--- src/rtl/spi_xfer_queue_if.sv ---
// Host-side command/RX bundle for spi_xfer_queue.
// Error flags exist only when SPI_XFER_QUEUE_ERR_EN is defined.
interface spi_xfer_queue_if #(
    parameter int CMD_DEPTH = 8
);
    localparam int CCW = $clog2(CMD_DEPTH + 1);

    logic           i_cmd_valid;
    logic [2:0]     i_cmd_slave;
    logic [7:0]     i_cmd_data;
    logic           o_cmd_ready;
    logic [CCW-1:0] o_cmd_count;
    logic           i_rx_pop;
    logic           o_rx_valid;
    logic [7:0]     o_rx_data;
    logic [2:0]     o_rx_slave;
    logic           o_busy;
`ifdef SPI_XFER_QUEUE_ERR_EN
    logic           o_err_cmd_ovf;
    logic           o_err_rx_unf;
    logic           i_err_clr;
`endif

    modport master (
`ifdef SPI_XFER_QUEUE_ERR_EN
        input  o_err_cmd_ovf, o_err_rx_unf,
        output i_err_clr,
`endif
        output i_cmd_valid, i_cmd_slave, i_cmd_data, i_rx_pop,
        input  o_cmd_ready, o_cmd_count, o_rx_valid,
        input  o_rx_data, o_rx_slave, o_busy
    );

    modport slave (
`ifdef SPI_XFER_QUEUE_ERR_EN
        output o_err_cmd_ovf, o_err_rx_unf,
        input  i_err_clr,
`endif
        input  i_cmd_valid, i_cmd_slave, i_cmd_data, i_rx_pop,
        output o_cmd_ready, o_cmd_count, o_rx_valid,
        output o_rx_data, o_rx_slave, o_busy
    );
endinterface

--- src/rtl/spi_xfer_queue.sv ---
// spi_xfer_queue: buffered {slave,byte} command front-end for spi_master.
// Define SPI_XFER_QUEUE_ERR_EN to add sticky overflow/underflow flags.
module spi_xfer_queue #(
    parameter int CMD_DEPTH = 8,
    parameter int RX_DEPTH  = 8
) (
    input  logic            i_clk,
    input  logic            i_rst_n,
    spi_xfer_queue_if.slave host,
    output logic            o_m_tx_data_valid,
    output logic [2:0]      o_m_slave_select,
    output logic [7:0]      o_m_tx_data_byte,
    input  logic            i_m_tx_ready,
    input  logic            i_m_rx_data_valid,
    input  logic [7:0]      i_m_rx_data_byte
);
    localparam int CAW = $clog2(CMD_DEPTH);
    localparam int CCW = $clog2(CMD_DEPTH + 1);
    localparam int RAW = $clog2(RX_DEPTH);
    localparam int RCW = $clog2(RX_DEPTH + 1);

    typedef enum logic [1:0] {
        IDLE,
        ISSUE,
        WAIT_START,
        WAIT_DONE
    } state_t;

    state_t         state_q;
    logic           tx_valid_q;
    logic [2:0]     sel_q;
    logic [7:0]     byte_q;

    logic [10:0]    cmd_mem_q [CMD_DEPTH];
    logic [CAW-1:0] cmd_wp_q;
    logic [CAW-1:0] cmd_rp_q;
    logic [CCW-1:0] cmd_cnt_q;
    logic [CCW-1:0] cmd_cnt_d;
    logic           cmd_rdy_q;

    logic [10:0]    rx_mem_q [RX_DEPTH];
    logic [RAW-1:0] rx_wp_q;
    logic [RAW-1:0] rx_rp_q;
    logic [RCW-1:0] rx_cnt_q;
    logic [RCW-1:0] rx_cnt_d;

    logic cmd_push;
    logic cmd_pop;
    logic rx_push;
    logic rx_pop;
    logic rx_free;
    logic cap;

    // Only IDLE starts a transfer and only a capture fills RX, so the
    // free slot seen at issue stays reserved until its byte returns.
    assign rx_free  = rx_cnt_q != RCW'(RX_DEPTH);
    assign cmd_push = host.i_cmd_valid & cmd_rdy_q;
    assign cmd_pop  = (state_q == IDLE) & (cmd_cnt_q != '0)
                    & i_m_tx_ready & rx_free;
    assign cap      = i_m_rx_data_valid
                    & ((state_q == WAIT_START) | (state_q == WAIT_DONE));
    assign rx_push  = cap;
    assign rx_pop   = host.i_rx_pop & (rx_cnt_q != '0);

    always_comb begin
        cmd_cnt_d = cmd_cnt_q;
        unique case ({cmd_push, cmd_pop})
            2'b10:   cmd_cnt_d = cmd_cnt_q + CCW'(1);
            2'b01:   cmd_cnt_d = cmd_cnt_q - CCW'(1);
            default: cmd_cnt_d = cmd_cnt_q;
        endcase
    end

    always_comb begin
        rx_cnt_d = rx_cnt_q;
        unique case ({rx_push, rx_pop})
            2'b10:   rx_cnt_d = rx_cnt_q + RCW'(1);
            2'b01:   rx_cnt_d = rx_cnt_q - RCW'(1);
            default: rx_cnt_d = rx_cnt_q;
        endcase
    end

    always_ff @(posedge i_clk or negedge i_rst_n) begin
        if (!i_rst_n) begin
            cmd_wp_q  <= '0;
            cmd_rp_q  <= '0;
            cmd_cnt_q <= '0;
            cmd_rdy_q <= 1'b1;
            for (int i = 0; i < CMD_DEPTH; i++) cmd_mem_q[i] <= '0;
        end else begin
            if (cmd_push) begin
                cmd_mem_q[cmd_wp_q] <= {host.i_cmd_slave, host.i_cmd_data};
                cmd_wp_q            <= cmd_wp_q + CAW'(1);
            end
            if (cmd_pop) cmd_rp_q <= cmd_rp_q + CAW'(1);
            cmd_cnt_q <= cmd_cnt_d;
            cmd_rdy_q <= cmd_cnt_d != CCW'(CMD_DEPTH);
        end
    end

    always_ff @(posedge i_clk or negedge i_rst_n) begin
        if (!i_rst_n) begin
            rx_wp_q  <= '0;
            rx_rp_q  <= '0;
            rx_cnt_q <= '0;
            for (int i = 0; i < RX_DEPTH; i++) rx_mem_q[i] <= '0;
        end else begin
            if (rx_push) begin
                rx_mem_q[rx_wp_q] <= {sel_q, i_m_rx_data_byte};
                rx_wp_q           <= rx_wp_q + RAW'(1);
            end
            if (rx_pop) rx_rp_q <= rx_rp_q + RAW'(1);
            rx_cnt_q <= rx_cnt_d;
        end
    end

    always_ff @(posedge i_clk or negedge i_rst_n) begin
        if (!i_rst_n) begin
            state_q    <= IDLE;
            tx_valid_q <= 1'b0;
            sel_q      <= '0;
            byte_q     <= '0;
        end else begin
            unique case (state_q)
                IDLE: begin
                    if (cmd_pop) begin
                        state_q           <= ISSUE;
                        tx_valid_q        <= 1'b1;
                        {sel_q, byte_q}   <= cmd_mem_q[cmd_rp_q];
                    end
                end
                ISSUE: begin
                    tx_valid_q <= 1'b0;
                    state_q    <= WAIT_START;
                end
                WAIT_START: begin
                    if (cap) state_q <= IDLE;
                    else if (!i_m_tx_ready) state_q <= WAIT_DONE;
                end
                WAIT_DONE: begin
                    if (cap) state_q <= IDLE;
                end
            endcase
        end
    end

`ifdef SPI_XFER_QUEUE_ERR_EN
    logic ovf_q;
    logic unf_q;

    always_ff @(posedge i_clk or negedge i_rst_n) begin
        if (!i_rst_n) begin
            ovf_q <= 1'b0;
            unf_q <= 1'b0;
        end else begin
            ovf_q <= (host.i_cmd_valid & ~cmd_rdy_q)
                   | (ovf_q & ~host.i_err_clr);
            unf_q <= (host.i_rx_pop & (rx_cnt_q == '0))
                   | (unf_q & ~host.i_err_clr);
        end
    end

    assign host.o_err_cmd_ovf = ovf_q;
    assign host.o_err_rx_unf  = unf_q;
`endif

    assign host.o_cmd_ready = cmd_rdy_q;
    assign host.o_cmd_count = cmd_cnt_q;
    assign host.o_rx_valid  = rx_cnt_q != '0;
    assign {host.o_rx_slave, host.o_rx_data} = rx_mem_q[rx_rp_q];
    assign host.o_busy      = (state_q != IDLE) | (cmd_cnt_q != '0);

    assign o_m_tx_data_valid = tx_valid_q;
    assign o_m_slave_select  = sel_q;
    assign o_m_tx_data_byte  = byte_q;
endmodule

--- src/flat_wrapper.sv ---
// flat-port wrapper written by rule: the top's interface ports become plain ports
module spi_xfer_queue_flat 
#(
    parameter int CMD_DEPTH = 8,
    parameter int RX_DEPTH  = 8
)
  (i_clk, i_rst_n, o_m_tx_data_valid, o_m_slave_select, o_m_tx_data_byte, i_m_tx_ready, i_m_rx_data_valid, i_m_rx_data_byte, host_i_cmd_valid, host_i_cmd_slave, host_i_cmd_data, host_i_rx_pop, host_o_cmd_ready, host_o_cmd_count, host_o_rx_valid, host_o_rx_data, host_o_rx_slave, host_o_busy);
  spi_xfer_queue_if #(.CMD_DEPTH(CMD_DEPTH)) host_i ();
  input  logic i_clk;
  input  logic i_rst_n;
  output logic o_m_tx_data_valid;
  output logic [2:0] o_m_slave_select;
  output logic [7:0] o_m_tx_data_byte;
  input  logic i_m_tx_ready;
  input  logic i_m_rx_data_valid;
  input  logic [7:0] i_m_rx_data_byte;
  input wire logic [$bits(host_i.i_cmd_valid)-1:0] host_i_cmd_valid;
  input wire logic [$bits(host_i.i_cmd_slave)-1:0] host_i_cmd_slave;
  input wire logic [$bits(host_i.i_cmd_data)-1:0] host_i_cmd_data;
  input wire logic [$bits(host_i.i_rx_pop)-1:0] host_i_rx_pop;
  output wire logic [$bits(host_i.o_cmd_ready)-1:0] host_o_cmd_ready;
  output wire logic [$bits(host_i.o_cmd_count)-1:0] host_o_cmd_count;
  output wire logic [$bits(host_i.o_rx_valid)-1:0] host_o_rx_valid;
  output wire logic [$bits(host_i.o_rx_data)-1:0] host_o_rx_data;
  output wire logic [$bits(host_i.o_rx_slave)-1:0] host_o_rx_slave;
  output wire logic [$bits(host_i.o_busy)-1:0] host_o_busy;
  assign host_i.i_cmd_valid = host_i_cmd_valid;
  assign host_i.i_cmd_slave = host_i_cmd_slave;
  assign host_i.i_cmd_data = host_i_cmd_data;
  assign host_i.i_rx_pop = host_i_rx_pop;
  assign host_o_cmd_ready = host_i.o_cmd_ready;
  assign host_o_cmd_count = host_i.o_cmd_count;
  assign host_o_rx_valid = host_i.o_rx_valid;
  assign host_o_rx_data = host_i.o_rx_data;
  assign host_o_rx_slave = host_i.o_rx_slave;
  assign host_o_busy = host_i.o_busy;
  spi_xfer_queue #(.CMD_DEPTH(CMD_DEPTH), .RX_DEPTH(RX_DEPTH)) u_core (.i_clk(i_clk), .i_rst_n(i_rst_n), .host(host_i), .o_m_tx_data_valid(o_m_tx_data_valid), .o_m_slave_select(o_m_slave_select), .o_m_tx_data_byte(o_m_tx_data_byte), .i_m_tx_ready(i_m_tx_ready), .i_m_rx_data_valid(i_m_rx_data_valid), .i_m_rx_data_byte(i_m_rx_data_byte));
endmodule
--- config.mk ---
export PLATFORM = sky130hd
export DESIGN_NAME = spi_xfer_queue_flat
export DESIGN_NICKNAME = d
export VERILOG_FILES = /design/src/rtl/spi_xfer_queue_if.sv /design/src/rtl/spi_xfer_queue.sv /design/src/flat_wrapper.sv
export SDC_FILE = /design/constraint.sdc
export NUM_CORES = 1
export LEC_CHECK = 0
export CELL_PAD_IN_SITES_DETAIL_PLACEMENT = 0
export CELL_PAD_IN_SITES_GLOBAL_PLACEMENT = 2
export CORE_MARGIN = 2
export CORE_UTILIZATION = 30
export CTS_CLUSTER_SIZE = 8
export DETAILED_ROUTE_END_ITERATION = 8
export PLACE_DENSITY_LB_ADDON = 0.1
export SYNTH_ARGS = -nofsm -noshare
export SYNTH_HDL_FRONTEND = slang
export SYNTH_SLANG_ARGS = --single-unit
--- constraint.sdc ---
create_clock -name i_clk -period 7.2 [get_ports i_clk]
set_input_delay 1.44 -clock i_clk [delete_from_list [all_inputs] [get_ports i_clk]]
set_output_delay 1.44 -clock i_clk [all_outputs]
set_load 0.05 [all_outputs]
==> impl_metrics.toml, run 1 <==
[synthesis]
synth_top_area_frac = 0.5507
ys_warn_count = 0
synth_compound_area_frac = 0.01534
synthSimpleGateAreaFrac = 0.03278
synth.avg_cell_area_sq_um = 15.62
synth_xor_area_frac = 0.01285
synth_area_leader_cell = "dfrtp_1"
synth_top_family_by_area = "multiplexers"
synth_fa_ha_area_frac = 0.01521
synth_nets = 647
synth_area_leaders = "dfrtp_1, mux2_2, mux4_2"
synth-seq-cells = 211
syn_inst = 611
yosysUniqueCellTypes = 40
ys_seq_area_frac = 0.5534
synth_mux_area_frac = 0.3498
syn_area_sq_um = 9543

[grt]
first_global_vias = 5975
grt_util_all_layers = 0.1400
grt_pass1_wl_um = 35890
grt_max_degree = 83
grt_overflow = 0
antenna_found_initial = 0

[worst_setup_path]
end_kind = "primary output"
crit_required_ns = 5.76
crit_path_start_kind = "flip-flop"
crit_arrival_ns = 2.92
critPathMaxFanout = 13
path_class = "reg -> out"
r2r_setup_slack_ns = 4.29

[cts]
cts-buffers-inserted = 30
hold_buffers = 0
clk_pin_slew_ns = 0.05
htree_levels = 1
clock-sinks = 211
cts_resized = 0
cts_tree = "done"
cts_root_buf = "clkbuf_16"
clk_latency_ns = 0.54
cts_setup_buffers = 0
clockBufferDepth = 3

[floorplanning]
core-area_sq_um = 31470
dieArea_sq_um = 33250
ios = 55
placementRows = 65
start_util = 0.3032
die_y_um = 182.4
die_w_um = 182.4

[routing]
routedWlPerCell_um = 20.40
final_antenna_net_count = 0
num_vias = 5319
totalWireLength_um = 22400
via_per_inst = 4.844
drt_iter0_markers = 170
drc_errors = 0
drt-pass1-iter-count = 4

[sta]
hold_viol_final = 0
tightest_slew_ns = 1.046
grt_setup_unrepaired = "false"
slew_headroom = 0.3026
setup_viol = 0
finalClockSkew_ns = 0.01635
final-max-slew-violation-count = 0
fin_crit_sh = 0.6054
fmax_ghz = 0.2294
holdWs_ns = 0.4775
finalCriticalPeriod_ns = 4.359
finalSetupTns_ns = 0

[finish]
final_area_sq_um = 11430
layout_common_cells = "dfrtp_1, mux2_2, clkdlybuf4s50_1"
utilization = 0.3633
final_nets = 718
diodes = 0
drive_gt1_frac = 0.4310
stdcell_count = 1098
layout_commonest_cell = "dfrtp_1"
syn_to_final_growth_pct = 19.82

[placed_design]
dp_cells = 1052
placed_cell_area_sq_um = 10590
place_congestion = 0.7198
dp_hpwl_um = 13840
port_buffers = 54

[status]
status = "completed"

[pwr]
ir_worst_vdd_v = 0.0002028
powerDensity_nw_per_um2 = 528.3
leakagePower_nw = 4.808

[job]
drv_cap = 0

[min_path]
hold_path.class = "reg -> reg"
worst paths after layout:
kind / endpoint / start / cells past startpoint
min in group asynchronous: u_core.rx_cnt_q[0] / i_rst_n / 1
min reg2reg: u_core.o_m_tx_data_valid / u_core.state_q[0] / 1
max reg2reg: u_core.host.o_cmd_ready / u_core.host.o_cmd_count[1] / 10
max in group asynchronous: u_core.rx_mem_q[39] / i_rst_n / 2
max: host_o_rx_data[4] / u_core.rx_rp_q[1] / 4
min: u_core.o_m_tx_data_valid / u_core.state_q[0] / 1
per-stage QoR:
| step | total power, mW | setup slack (ns) |
|---|---|---|
| after floorplan | 4.061 | 3.869 |
| after global placement | 4.749 | 3.206 |
| after detailed placement | 4.830 | 3.207 |
| after CTS | 6.159 | 2.787 |
| after global routing | 6.431 | 2.720 |
| final | 6.041 | 2.841 |
flip-flops by register name, summed over array words and instances (netlist names):
| signal | flops |
|---|---|
| u_core.cmd_mem_q | 88 |
| u_core.rx_mem_q | 88 |
| u_core.o_m_tx_data_byte | 8 |
| u_core.host.o_cmd_count | 4 |
| u_core.rx_cnt_q | 4 |
| u_core.cmd_rp_q | 3 |
| u_core.cmd_wp_q | 3 |
| u_core.o_m_slave_select | 3 |
| u_core.rx_rp_q | 3 |
| u_core.rx_wp_q | 3 |
| u_core.state_q | 2 |
| u_core.host.o_cmd_ready | 1 |
| u_core.o_m_tx_data_valid | 1 |
logic make-up (layout without fill, tap and decap cells):
family                   after synthesis  in the layout
adder cells (fa/ha/maj)               11             11
multiplexers                         250            250
AND/OR/NAND/NOR                       60             60
buffers and inverters                 40            125
flip-flops                           211            211
XOR/XNOR                              14             14
AO/OA/AOI/OAI                         25             25
per-layer routing:
metal | vias to the layer above | GRT usage | part of all wire
li1 | 2397 | - | -
met1 | 2813 | 0.1759 | 0.44
met2 | 73 | 0.2473 | 0.51
met3 | 36 | 0.02455 | 0.032
met4 | 0 | 0.04065 | 0.023
met5 | - | 0 | 0
layout make-up:
type	count	area, sq um
Timing Repair Buffer	72	679.4
Tap cell	402	503.0
Inverter	7	26.28
Sequential cell	211	5281
Multi-Input combinational cell	360	4103
Clock buffer	46	842.1
Fill cell	2979	20040
power by group:
| group | leakage [nW] | switching, mW | total, mW | internal [mW] |
|---|---|---|---|---|
| clock network | 0.406 | 0.495 | 1.28 | 0.785 |
| registers | 2.55 | 0.446 | 2.23 | 1.79 |
| logic | 1.85 | 1.18 | 2.53 | 1.34 |
synth_stat cells, drive strengths merged:
library cell	instances
nor2	23
xnor2	10
mux2i	14
mux4	44
xor2	4
clkbuf	7
nand2	8
dfstp	1
buf	26
nor3	7
nand3	6
a21oi	16
inv	7
and3b	1
o211ai	1
a211o	1
o211a	1
ha	10
nor4bb	1
nor4b	1
mux2	192
a211oi	2
fa	1
o21ai	2
nor4	1
nand2b	4
a21o	2
or2	2
or4	3
or3	2
nor2b	1
dfrtp	210
critical path, cell delays in order (launching register included):
cell and delay, ns:
dfrtp_1 0.72, buf_4 0.35, mux4_2 0.34, mux2_2 0.28, clkdlybuf4s50_1 0.70
Note: power is estimated with default switching activity, not from simulation.
==> run 2, diff against run 1 <==
==> constraint.sdc (replaced) <==
create_clock -name i_clk -period 4.5 [get_ports i_clk]
set_input_delay 0.9 -clock i_clk [delete_from_list [all_inputs] [get_ports i_clk]]
set_output_delay 0.9 -clock i_clk [all_outputs]
set_load 0.05 [all_outputs]
==> run 2 against run 1 <==
Clock skew down 0.0092 ns. Clock power increased by 59%. Die area unchanged. Via count shrank 1.0%. Sequential power grew 58%. Combinational power up 61%. Utilization about the same. Global-route usage is 0.18 points lower. Critical path type unchanged. Critical endpoint is now host_o_rx_slave[1].
==> impl_metrics.toml, run 2 (synthesis results as in run 1) <==
[pwr]
ir_worst_vdd_v = 0.0002894
powerDensity_nw_per_um2 = 840.9
leakagePower_nw = 4.809

[finish]
final_nets = 718
layout_common_cells = "dfrtp_1, mux2_2, clkdlybuf4s50_1"
final_area_sq_um = 11440
multi_input_area_sq_um = 4108
drive_gt1_frac = 0.4358
syn_to_final_growth_pct = 19.89
fillers = 2964
register_area_sq_um = 5281
diodes = 0
layout_commonest_cell = "dfrtp_1"

[sta]
hold_viol_final = 0
holdWs_ns = 0.4858
fmax_ghz = 0.2718
slew_headroom = 0.3937
grt_setup_unrepaired = "false"
fin_crit_sh = 0.8175
setup_viol = 0
finalCriticalPeriod_ns = 3.679
finalSetupTns_ns = 0
setup_ws_ns = 0.8214
final-max-slew-violation-count = 0
tightest_slew_ns = 0.9095
finalClockSkew_ns = 0.007112

[floorplanning]
start_util = 0.3032
placementRows = 65
ios = 55
die_w_um = 182.4
dieArea_sq_um = 33250
die_y_um = 182.4
core-area_sq_um = 31470

[job]
drv_cap = 0

[placed_design]
port_buffers = 54
place_congestion = 0.6994
dp_hpwl_um = 13470
placed_cell_area_sq_um = 10610
pre_cts_ws_ns = 1.296

[min_path]
hold_path.class = "reg -> reg"

[status]
status = "completed"

[routing]
final_antenna_net_count = 0
num_vias = 5265
totalWireLength_um = 22010
drt-pass1-iter-count = 4
drt_iter0_markers = 126
routedWlPerCell_um = 20.10
via_per_inst = 4.808
drc_errors = 0

[cts]
cts_root_buf = "clkbuf_16"
htree_levels = 1
clk_latency_ns = 0.54
cts_tree = "done"
cts_setup_buffers = 0
clock-sinks = 211
hold_buffers = 0
cts_resized = 0
cts-buffers-inserted = 30
clk_pin_slew_ns = 0.05
clockBufferDepth = 3

[grt]
grt_overflow = 0
grt_pass1_wl_um = 35150
grt_util_all_layers = 0.1382
grt_max_degree = 106
first_global_vias = 5899
antenna_found_initial = 0

[worst_setup_path]
crit_required_ns = 3.60
path_cells = "buf_4, mux4_2, mux2_2, clkdlybuf4s50_1"
cp_slowest_cell = "clkdlybuf4s50_1"
critPathMaxFanout = 15
crit_path_start_kind = "flip-flop"
crit_path_max_incr_delay_ns = 0.71
end_kind = "primary output"
crit_arrival_ns = 2.78
path_class = "reg -> out"
run 2: changes by cell type in the layout (fill, tap and decap cells not counted):
cell and delta:
nor2_1 -2, clkbuf_1 -3, buf_12 +1, buf_4 -1, nor2_2 +2
run 2: metrics by stage:
stage                     utilization  total power [mW]  std cells
after global placement         0.3371             7.611       1052
final                          0.3635             9.621       1095
after CTS                      0.3635             9.830       1095
after global routing           0.3635             10.28       1095
after floorplan                     -             6.498        611
after detailed placement       0.3371             7.721       1052
run 2: layout make-up:
class / instances / area share
flip-flops and latches: 211 / 0.4616
well taps: 402 / 0.04396
repair buffers: 72 / 0.06048
inverters: 7 / 0.002297
clock buffers: 43 / 0.07262
multi-input cells: 360 / 0.3590
run 2: final timing paths:
check                                                 from                 endpoint  slack [ns]  cells past startpoint
worst max register to register  u_core.host.o_cmd_count[1]  u_core.host.o_cmd_ready        1.81                      9
max in group asynchronous                          i_rst_n      u_core.rx_mem_q[72]        3.02                      2
worst min register to register          u_core.rx_cnt_q[3]       u_core.rx_cnt_q[3]        0.49                      1
worst min-delay path                    u_core.rx_cnt_q[3]       u_core.rx_cnt_q[3]        0.49                      1
min in group asynchronous                          i_rst_n       u_core.rx_cnt_q[3]        0.50                      1
worst max-delay path                     u_core.rx_rp_q[0]       host_o_rx_slave[1]        0.82                      4
run 2: worst max-delay path, delay by kind of cell (launching register included):
family | cells | cell delay (ns)
multiplexers | 2 | 0.85
flip-flops | 1 | 0.35
buffers and inverters | 2 | 1.03
run 2: where the power goes:
| part | leakage [nW] | internal [mW] | switching (mW) |
|---|---|---|---|
| Clock | 0.402 | 1.24 | 0.781 |
| Combinational | 1.86 | 2.16 | 1.91 |
| Sequential | 2.55 | 2.86 | 0.669 |
| Total | 4.81 | 6.26 | 3.36 |
run 2: routing by layer:
| metal | vias to the layer above | part of all wire | track usage |
|---|---|---|---|
| met4 | 0 | 0.021 | 0.03903 |
| met3 | 37 | 0.037 | 0.02395 |
| li1 | 2381 | - | - |
| met5 | - | 0 | 0 |
| met1 | 2772 | 0.41 | 0.1667 |
| met2 | 75 | 0.53 | 0.2533 |
